--- src/rtl/ts_deframer_pkg.sv ---
// ts_deframer shared types and frame defaults.
// Common to TS_CONTROL, frame source and deframer.
package ts_deframer_pkg;

  localparam int W = 8;
  localparam int CNT_W = 4;
  localparam int DEF_FRAME_SLOTS = 9;
  localparam logic [W-1:0] DEF_SYNC_WORD = 8'hFF;
  localparam int DEF_CONFIRM = 2;
  localparam int DEF_MISS_MAX = 2;

  typedef enum logic [1:0] {
    HUNT,
    CHECK,
    LOCK
  } fsm_state_t;

endpackage

--- src/rtl/ts_deframer_if.sv ---
// Slot stream in, extracted slot and status out.
// master drives the stream, slave is the deframer.
interface ts_deframer_if;
  import ts_deframer_pkg::*;

  logic             sync;
  logic [W-1:0]     ts_data;
  logic [CNT_W-1:0] slot_sel;
  logic [W-1:0]     dout;
  logic             dout_valid;
  logic [CNT_W-1:0] slot_idx;
  logic             locked;
  logic             frame_err;

  modport master (
    output sync, ts_data, slot_sel,
    input  dout, dout_valid, slot_idx,
    input  locked, frame_err
  );

  modport slave (
    input  sync, ts_data, slot_sel,
    output dout, dout_valid, slot_idx,
    output locked, frame_err
  );

endinterface

--- src/rtl/ts_deframer_sync_fsm.sv ---
// Frame alignment hunt/check/lock tracker.
// slot_idx is the index of the slot now on the input.
module ts_deframer_sync_fsm
  import ts_deframer_pkg::*;
#(
  parameter int FRAME_SLOTS = DEF_FRAME_SLOTS,
  parameter int CONFIRM = DEF_CONFIRM,
  parameter int MISS_MAX = DEF_MISS_MAX
) (
  input  logic             clk,
  input  logic             reset,
  input  logic             sync_ok,
  output logic             locked,
  output logic             frame_err,
  output logic [CNT_W-1:0] slot_idx
);

  localparam logic [CNT_W-1:0] LAST = CNT_W'(FRAME_SLOTS);
  localparam logic [CNT_W-1:0] CONF = CNT_W'(CONFIRM);
  localparam logic [CNT_W-1:0] MMAX = CNT_W'(MISS_MAX);
  localparam logic [CNT_W-1:0] ONE = CNT_W'(1);

  fsm_state_t       state, state_n;
  logic [CNT_W-1:0] slot_cnt, slot_n;
  logic [CNT_W-1:0] good_cnt, good_n;
  logic [CNT_W-1:0] miss_cnt, miss_n;
  logic             ferr_n;
  logic             at_sync;

  assign at_sync = (slot_cnt == '0);

  always_ff @(posedge clk) begin
    if (reset) begin
      state     <= HUNT;
      slot_cnt  <= '0;
      good_cnt  <= '0;
      miss_cnt  <= '0;
      frame_err <= 1'b0;
    end else begin
      state     <= state_n;
      slot_cnt  <= slot_n;
      good_cnt  <= good_n;
      miss_cnt  <= miss_n;
      frame_err <= ferr_n;
    end
  end

  always_comb begin
    state_n = state;
    slot_n  = (slot_cnt == LAST) ? '0 : slot_cnt + ONE;
    good_n  = good_cnt;
    miss_n  = miss_cnt;
    ferr_n  = 1'b0;
    case (state)
      HUNT: begin
        if (sync_ok) begin
          slot_n  = ONE;
          good_n  = ONE;
          miss_n  = '0;
          state_n = (CONFIRM == 1) ? LOCK : CHECK;
        end
      end
      CHECK: begin
        if (at_sync) begin
          if (sync_ok) begin
            good_n = good_cnt + ONE;
            if (good_cnt + ONE >= CONF) begin
              state_n = LOCK;
              miss_n  = '0;
            end
          end else begin
            state_n = HUNT;
          end
        end else if (sync_ok) begin
          slot_n = ONE;
          good_n = ONE;
        end
      end
      LOCK: begin
        if (at_sync) begin
          if (sync_ok) begin
            miss_n = '0;
          end else begin
            ferr_n = 1'b1;
            miss_n = miss_cnt + ONE;
            if (miss_cnt + ONE >= MMAX) begin
              state_n = HUNT;
              miss_n  = '0;
            end
          end
        end else if (sync_ok) begin
          // stray sync while locked: flag only, cadence is trusted
          ferr_n = 1'b1;
        end
      end
      default: state_n = HUNT;
    endcase
  end

  assign locked   = (state == LOCK);
  assign slot_idx = slot_cnt;

endmodule

--- src/rtl/ts_deframer.sv ---
// TDM deframer: alignment tracking plus
// single-slot extraction register.
module ts_deframer
  import ts_deframer_pkg::*;
#(
  parameter int FRAME_SLOTS = DEF_FRAME_SLOTS,
  parameter logic [W-1:0] SYNC_WORD = DEF_SYNC_WORD,
  parameter int CONFIRM = DEF_CONFIRM,
  parameter int MISS_MAX = DEF_MISS_MAX
) (
  input logic         clk,
  input logic         reset,
  ts_deframer_if.slave bus
);

  localparam logic [CNT_W-1:0] LAST = CNT_W'(FRAME_SLOTS);

  logic             sync_ok;
  logic             locked;
  logic             frame_err;
  logic [CNT_W-1:0] slot_idx;
  logic             sel_ok;
  logic [W-1:0]     dout_q;
  logic             dv_q;

  assign sync_ok = bus.sync && (bus.ts_data == SYNC_WORD);
  assign sel_ok  = (bus.slot_sel != '0) && (bus.slot_sel <= LAST);

  ts_deframer_sync_fsm #(
    .FRAME_SLOTS(FRAME_SLOTS),
    .CONFIRM(CONFIRM),
    .MISS_MAX(MISS_MAX)
  ) u_fsm (
    .clk(clk),
    .reset(reset),
    .sync_ok(sync_ok),
    .locked(locked),
    .frame_err(frame_err),
    .slot_idx(slot_idx)
  );

  always_ff @(posedge clk) begin
    if (reset) begin
      dout_q <= '0;
      dv_q   <= 1'b0;
    end else begin
      dv_q <= 1'b0;
      if (locked && sel_ok && (slot_idx == bus.slot_sel)) begin
        dout_q <= bus.ts_data;
        dv_q   <= 1'b1;
      end
    end
  end

  assign bus.dout       = dout_q;
  assign bus.dout_valid = dv_q;
  assign bus.locked     = locked;
  assign bus.frame_err  = frame_err;
  assign bus.slot_idx   = slot_idx;

endmodule
--- src/flat_wrapper.sv ---
// flat-port wrapper written by rule: the top's interface ports become plain ports
module ts_deframer_flat import ts_deframer_pkg::*;
#(
  parameter int FRAME_SLOTS = DEF_FRAME_SLOTS,
  parameter logic [W-1:0] SYNC_WORD = DEF_SYNC_WORD,
  parameter int CONFIRM = DEF_CONFIRM,
  parameter int MISS_MAX = DEF_MISS_MAX
)
  (clk, reset, bus_sync, bus_ts_data, bus_slot_sel, bus_dout, bus_dout_valid, bus_slot_idx, bus_locked, bus_frame_err);
  ts_deframer_if bus_i ();
  input logic clk;
  input logic reset;
  input wire logic [$bits(bus_i.sync)-1:0] bus_sync;
  input wire logic [$bits(bus_i.ts_data)-1:0] bus_ts_data;
  input wire logic [$bits(bus_i.slot_sel)-1:0] bus_slot_sel;
  output wire logic [$bits(bus_i.dout)-1:0] bus_dout;
  output wire logic [$bits(bus_i.dout_valid)-1:0] bus_dout_valid;
  output wire logic [$bits(bus_i.slot_idx)-1:0] bus_slot_idx;
  output wire logic [$bits(bus_i.locked)-1:0] bus_locked;
  output wire logic [$bits(bus_i.frame_err)-1:0] bus_frame_err;
  assign bus_i.sync = bus_sync;
  assign bus_i.ts_data = bus_ts_data;
  assign bus_i.slot_sel = bus_slot_sel;
  assign bus_dout = bus_i.dout;
  assign bus_dout_valid = bus_i.dout_valid;
  assign bus_slot_idx = bus_i.slot_idx;
  assign bus_locked = bus_i.locked;
  assign bus_frame_err = bus_i.frame_err;
  ts_deframer #(.FRAME_SLOTS(FRAME_SLOTS), .SYNC_WORD(SYNC_WORD), .CONFIRM(CONFIRM), .MISS_MAX(MISS_MAX)) u_core (.clk(clk), .reset(reset), .bus(bus_i));
endmodule
--- config.mk ---
export PLATFORM = sky130hd
export DESIGN_NAME = ts_deframer_flat
export DESIGN_NICKNAME = d
export VERILOG_FILES = /design/src/rtl/ts_deframer_pkg.sv /design/src/rtl/ts_deframer_if.sv /design/src/rtl/ts_deframer_sync_fsm.sv /design/src/rtl/ts_deframer.sv /design/src/flat_wrapper.sv
export SDC_FILE = /design/constraint.sdc
export NUM_CORES = 1
export LEC_CHECK = 0
export ABC_AREA = 1
export BUFFER_PORTS_ARGS = -buffer_cell sky130_fd_sc_hd__buf_2
export CAP_MARGIN = 20
export CORE_ASPECT_RATIO = 1.5
export CORE_MARGIN = 4
export CORE_UTILIZATION = 31
export CTS_BUF_LIST = sky130_fd_sc_hd__clkbuf_16
export DETAILED_ROUTE_END_ITERATION = 7
export HOLD_SLACK_MARGIN = 0.08
export SYNTH_ARGS = -nofsm -noshare
export SYNTH_HDL_FRONTEND = slang
export SYNTH_HIERARCHICAL = 1
export SYNTH_SLANG_ARGS = --single-unit
--- constraint.sdc ---
create_clock -name clk -period 2.6 [get_ports clk]
set_input_delay 0.52 -clock clk [delete_from_list [all_inputs] [get_ports clk]]
set_output_delay 0.52 -clock clk [all_outputs]
set_load 0.01 [all_outputs]
# [Word-level counts from Yosys, hierarchy flattened]
# Cells that the tools add are included.
# Widths: inputs -> output; s select.
[op_classes] add_sub_neg=3 multipliers=0 div_mod_pow=0 magnitude_cmp=3 n_eq_ne=14 n_shift=0 n_mux=28 bitwise=1 reduce_logical=13
[ops] cell="$mux 4" count=13
[ops] cell="$pmux 4 s2" count=2
[ops] cell="$mux 2" count=7
[ops] cell="$add 4x1->4 const B" count=3
[ops] cell="$pmux 4 s3" count=1
[ops] cell="$reduce_and 6->1" count=2
[ops] cell="$ne 2x2->1 const B" count=5
[ops] cell="$eq 8x8->1 const B" count=1
[ops] cell="$ge 4x2->1 const B" count=2
[ops] cell="$pmux 2 s3" count=1
[ops] cell="$eq 4x4->1" count=1
[ops] cell="$eq 4x4->1 const B" count=1
[ops] cell="$le 4x4->1 const B" count=1
[ops] cell="$logic_and 1x1->1" count=4
[ops] cell="$logic_not 4->1" count=1
[ops] cell="$mux 1" count=4
[ops] cell="$ne 2x1->1 const B" count=2
[ops] cell="$reduce_bool 4->1" count=1
[ops] cell="$ne 3x2->1 const B" count=1
[ops] cell="$ne 3x3->1 const B" count=1
[ops] cell="$reduce_bool 3->1" count=1
[ops] cell="$eq 2x1->1 const B" count=1
[ops] cell="$eq 2x2->1 const B" count=1
[ops] cell="$logic_not 2->1" count=1
[ops] cell="4 further kinds" count=4
[totals] regBits=24 latch_bits=0 ramBits=0 rom_bits=0 input_bits=15 out_inout_bits=15 elab_cells=69 mem_count=0

# [Longest topological paths before layout]
[depth] depth_word=6 mapped_depth=12 ltp_nobuf=12

# [Hierarchy]
# The synthesis kept the hierarchy.
[modules_own_cells] module="ts_deframer_sync_fsm" instances=1 cells_each=134 area_each_um2=922.1 seq_area_each_um2=300.3
[modules_own_cells] module="ts_deframer" instances=1 cells_each=90 area_each_um2=558.0 seq_area_each_um2=180.2

# [Least setup slack after synthesis]
# No wires, ideal clock.
[synth_timing] path_kind="input to register" start="input port bus_ts_data[2]" end="register u_core.u_fsm.good_cnt[1]" setup_ns=0.132 t_arrival_ns=1.816 required_ns=2.468 setup_slack_ns=0.652 path_stages=8 path_buffers=0 path_cell_list="inv_1 nor4_1 inv_2 ha_1 nor3_4 nor2_1 nand2_1 a21oi_1"
[synth_between] elab_chain_len=5 elab_cells_between_ends=7 classes_between="eq/ne (2); mux (3); reduce/logical (2)"
[synth_rtl] item="start: declaration" line_no="flat_wrapper.sv:14" text="input wire logic [$bits(bus_i.ts_data)-1:0] bus_ts_data;"
[synth_rtl] item="$eq 8x8->1 *" line_no="ts_deframer.sv:26" text="assign sync_ok = bus.sync && (bus.ts_data == SYNC_WORD);"
[synth_rtl] item="$logic_and 1x1->1 *" line_no="ts_deframer.sv:26"
[synth_rtl] item="via u_core.sync_ok" line_no="ts_deframer.sv:18" text="logic sync_ok;"
[synth_rtl] item="$mux 4 (2 in series)"
[synth_rtl] item="$pmux 4 s2"
[synth_rtl] item="end signal: assignment" line_no="ts_deframer_sync_fsm.sv:42" text="good_cnt <= good_n;"
[synth_rtl] item="end: declaration" line_no="ts_deframer_sync_fsm.sv:25" text="logic [CNT_W-1:0] good_cnt, good_n;"
# The timed path passes the listed nets; every way through them passes the cells marked *.
# A chain may end at the register's enable or synchronous reset.

# [Worst setup path after layout]
[layout_timing] start="input port bus_ts_data[2]" end="register u_core.u_fsm.good_cnt[2]"
# Same word-level chain as after synthesis.

==> key figures <==
Run status
  – Status: finished clean

Worst setup path
  – Worst Setup Start Kind: input pin
  – Crit path capture type: register
  – Critical path fanouts, max: 6
  – Crit path launch: bus_ts_data[2]
  – FF-to-FF Start: u_core/u_fsm/slot_idx[3]
  – Arr. time, crit path: 1960 ps
  – CP Class: in2reg
  – Crit path required time: 2740 ps

Synth
  – Post-Synth XOR/XNOR Area: 0.592%
  – Post-synthesis compound-gate area fraction: 6.26%
  – Syn Inst Count: 224
  – FFs w/ async S/R, synth: 0%
  – Mux contribution to synthesized area: 0%
  – Number of synthesized flops with an enable pin: 0
  – Syn Area/Cell: 6.61 um^2
  – Syn nets: 244
  – Synth Cell Area: 1480 um^2
  – Yosys warns: 6
  – Seq cells post-synth: 24
  – Post-synthesis sequential area ratio: 32.5%
  – Post-synthesis simple-gate area fraction: 46.3%
  – Netlist cell types: 29
  – Primary FF master, synth: dfxtp_1
  – Adder-cell area share of the yosys netlist: 4.23%
  – Largest family of logic cells by synthesized area: simple AND/OR/NAND/NOR gates

Hold path
  – Worst Hold Launch: u_core/u_fsm/miss_cnt[3]
  – Worst Hold Class: reg2reg

Power
  – Switching share of total power: 33.4%
  – Clock share of power: 32.1%
  – Total power: 1.06 mW
  – Leakage: 0.862 nW
  – Peak VDD IR: 0.000197 V
  – Sequential power share: 40.8%
  – Sw Pwr: 353 uW
  – Pwr per Cell Area: 593 nW/um^2
  – P_int: 703 uW
  – Comb pwr share: 27.2%

STA
  – Final Setup Violations: 0
  – Max Clock Skew: 3.58 ps
  – Worst hold slack: 451 ps
  – Tightest Pin Transition: 386 ps
  – Fmax: 549 MHz
  – Tcrit/Tclk final: 70.1%
  – Hold Vio Cnt, Final: 0
  – Min Tclk post-route: 1820 ps
  – Max Slew Vio Count: 0
  – Setup TNS: 0 ps
  – Setup repair after global routing missed its margin: false
  – Rel. slew slack: 74.3%

Place
  – Port buffer count: 29
  – Final HPWL DP: 2520 um
  – GPL Wtd Cong: 0.799

Global routing
  – Global-route wire length before repair: 5860 um
  – Vias in the first global route: 1409
  – Initial antenna violation count: 0
  – GRT Util Overall: 11.9%
  – Pin count of the biggest net entering global routing: 14
  – Overflow after GRT: 0

Routing
  – Iter 0 DRT Violations: 36
  – Average via count per standard cell: 4.43
  – Post-route DRC: 0
  – DR pass1 iterations: 4
  – WL final: 3130 um
  – WL/cell: 9.78 um
  – Via count: 1417
  – Remaining antenna violation count: 0

Floorplanning
  – Initial core utilization: 32.3%
  – Die area: 5970 um^2
  – CORE AREA: 4580 um^2
  – Vert. Die Dim: 92.6 um
  – IO Pins: 30
  – Row count: 30
  – Die width: 64.4 um

Clocking
  – Hold-fix buffers, CTS: 0
  – Maximum buffer depth of the clock tree: 2
  – Clock slew at reported path FFs: 60 ps
  – Worst-skew pair later-pin latency: 260 ps
  – H-Tree Depth: 1
  – CTS Root Cell: clkbuf_16
  – TritonCTS Buffers: 3
  – Clock Sinks: 24
  – CTS tree: built
  – Post-CTS Setup Inserts: 0
  – Post-CTS resize count: 0

Finish
  – Area Overhead vs Synth: 20.3%
  – Nets: 277
  – Utilization after layout: 38.9%
  – Share of cells above drive strength 1: 25.4%
  – Antenna diode instance count: 0

Flow run
  – Max-cap violations: 0
-- layout by cell type (no fill, tap or decap), types with 2 or more instances in the layout --
cell       Yosys  routed
nand2_1       55      55
nor2_1        37      37
inv_1         30      30
buf_2          0      29
dfxtp_1       24      24
nand4_1       12      12
nand3_1       11      11
nand2_2        9       9
a21oi_1        7       7
inv_2          6       6
nor2_2         6       6
ha_1           5       5
clkbuf_16      0       3
nand3_2        3       3
clkinv_1       1       2
nor3_1         2       2
nor2_4         2       2
-- final timing paths --
check,to,slack (ps),cells past startpoint
worst max register to register,u_core/u_fsm/good_cnt[2],960,8
worst max-delay path,u_core/u_fsm/good_cnt[2],780,10
worst min-delay path,u_core/u_fsm/miss_cnt[3],450,2
worst min register to register,u_core/u_fsm/miss_cnt[3],450,2
-- routing by layer --
layer / part of all wire (%) / up-vias / GRT usage [%]
li1: - / 770 / -
met1: 43 / 623 / 12.7
met2: 52 / 20 / 22.7
met3: 4.4 / 4 / 2.55
met4: 1.4 / 0 / 3.70
met5: 0 / - / 0
-- per-stage QoR --
stage                     area, um^2  instances  setup slack (ps)
after floorplan                 1480        224               652
after global routing            1780        320               665
after global placement          1700        316               535
after detailed placement        1700        316               550
after CTS                       1780        320               806
final                           1780        320               778
-- worst max-delay path, stage by stage --
cell and delay [ps]:
buf_2 70, inv_1 40, nor4_1 320, buf_4 190, inv_2 50, ha_1 230, nor3_4 300, nor2_1 110
nand2_1 70, a21oi_1 60
-- power groups by stage --
stage          Clock (mW)  Sequential (mW)  Combinational, mW
5_1_grt             0.361            0.437              0.337
4_1_cts             0.346            0.431              0.291
6_report            0.338            0.430              0.287
3_5_place_dp            0            0.440              0.289
3_3_place_gp            0            0.440              0.287
2_1_floorplan           0            0.427              0.235
-- cell families (layout without fill, tap and decap cells) --
group | Yosys count | after routing
AOI/OAI and AO/OA | 14 | 14
buffers and inverters | 39 | 71
adders and majority gates | 5 | 5
xor gates and xnor gates | 1 | 1
and+or+nand+nor | 141 | 141
DFF | 24 | 24
-- cell type report --
class | instances | area [um^2]
clock inverters | 1 | 3.75
clock buffers | 3 | 75.1
fillers | 520 | 2800
multi-input cells | 161 | 850
inverters | 37 | 139
repair buffers | 30 | 153
well taps | 64 | 80.1
flip-flops and latches | 24 | 480
-- flip-flops by register name, summed over array words and instances, names as in the netlist --
signal                  cells
u_core/u_fsm/state          2
u_core/u_fsm/good_cnt       4
u_core/u_fsm/frame_err      1
u_core/u_fsm/slot_idx       4
u_core/u_fsm/miss_cnt       4
u_core/bus.dout             8
u_core/bus.dout_valid       1
-- cells in the mapped netlist (2+ instances only) --
| library cell | count | area [um^2] |
|---|---|---|
| a21oi_1 | 7 | 35.0 |
| dfxtp_1 | 24 | 480 |
| ha_1 | 5 | 62.6 |
| inv_1 | 30 | 113 |
| inv_2 | 6 | 22.5 |
| nand2_1 | 55 | 206 |
| nand2_2 | 9 | 56.3 |
| nand3_1 | 11 | 55.1 |
| nand3_2 | 3 | 30.0 |
| nand4_1 | 12 | 75.1 |
| nor2_1 | 37 | 139 |
| nor2_2 | 6 | 37.5 |
| nor2_4 | 2 | 22.5 |
| nor3_1 | 2 | 10.0 |
Power figures use the tool's default switching activity.
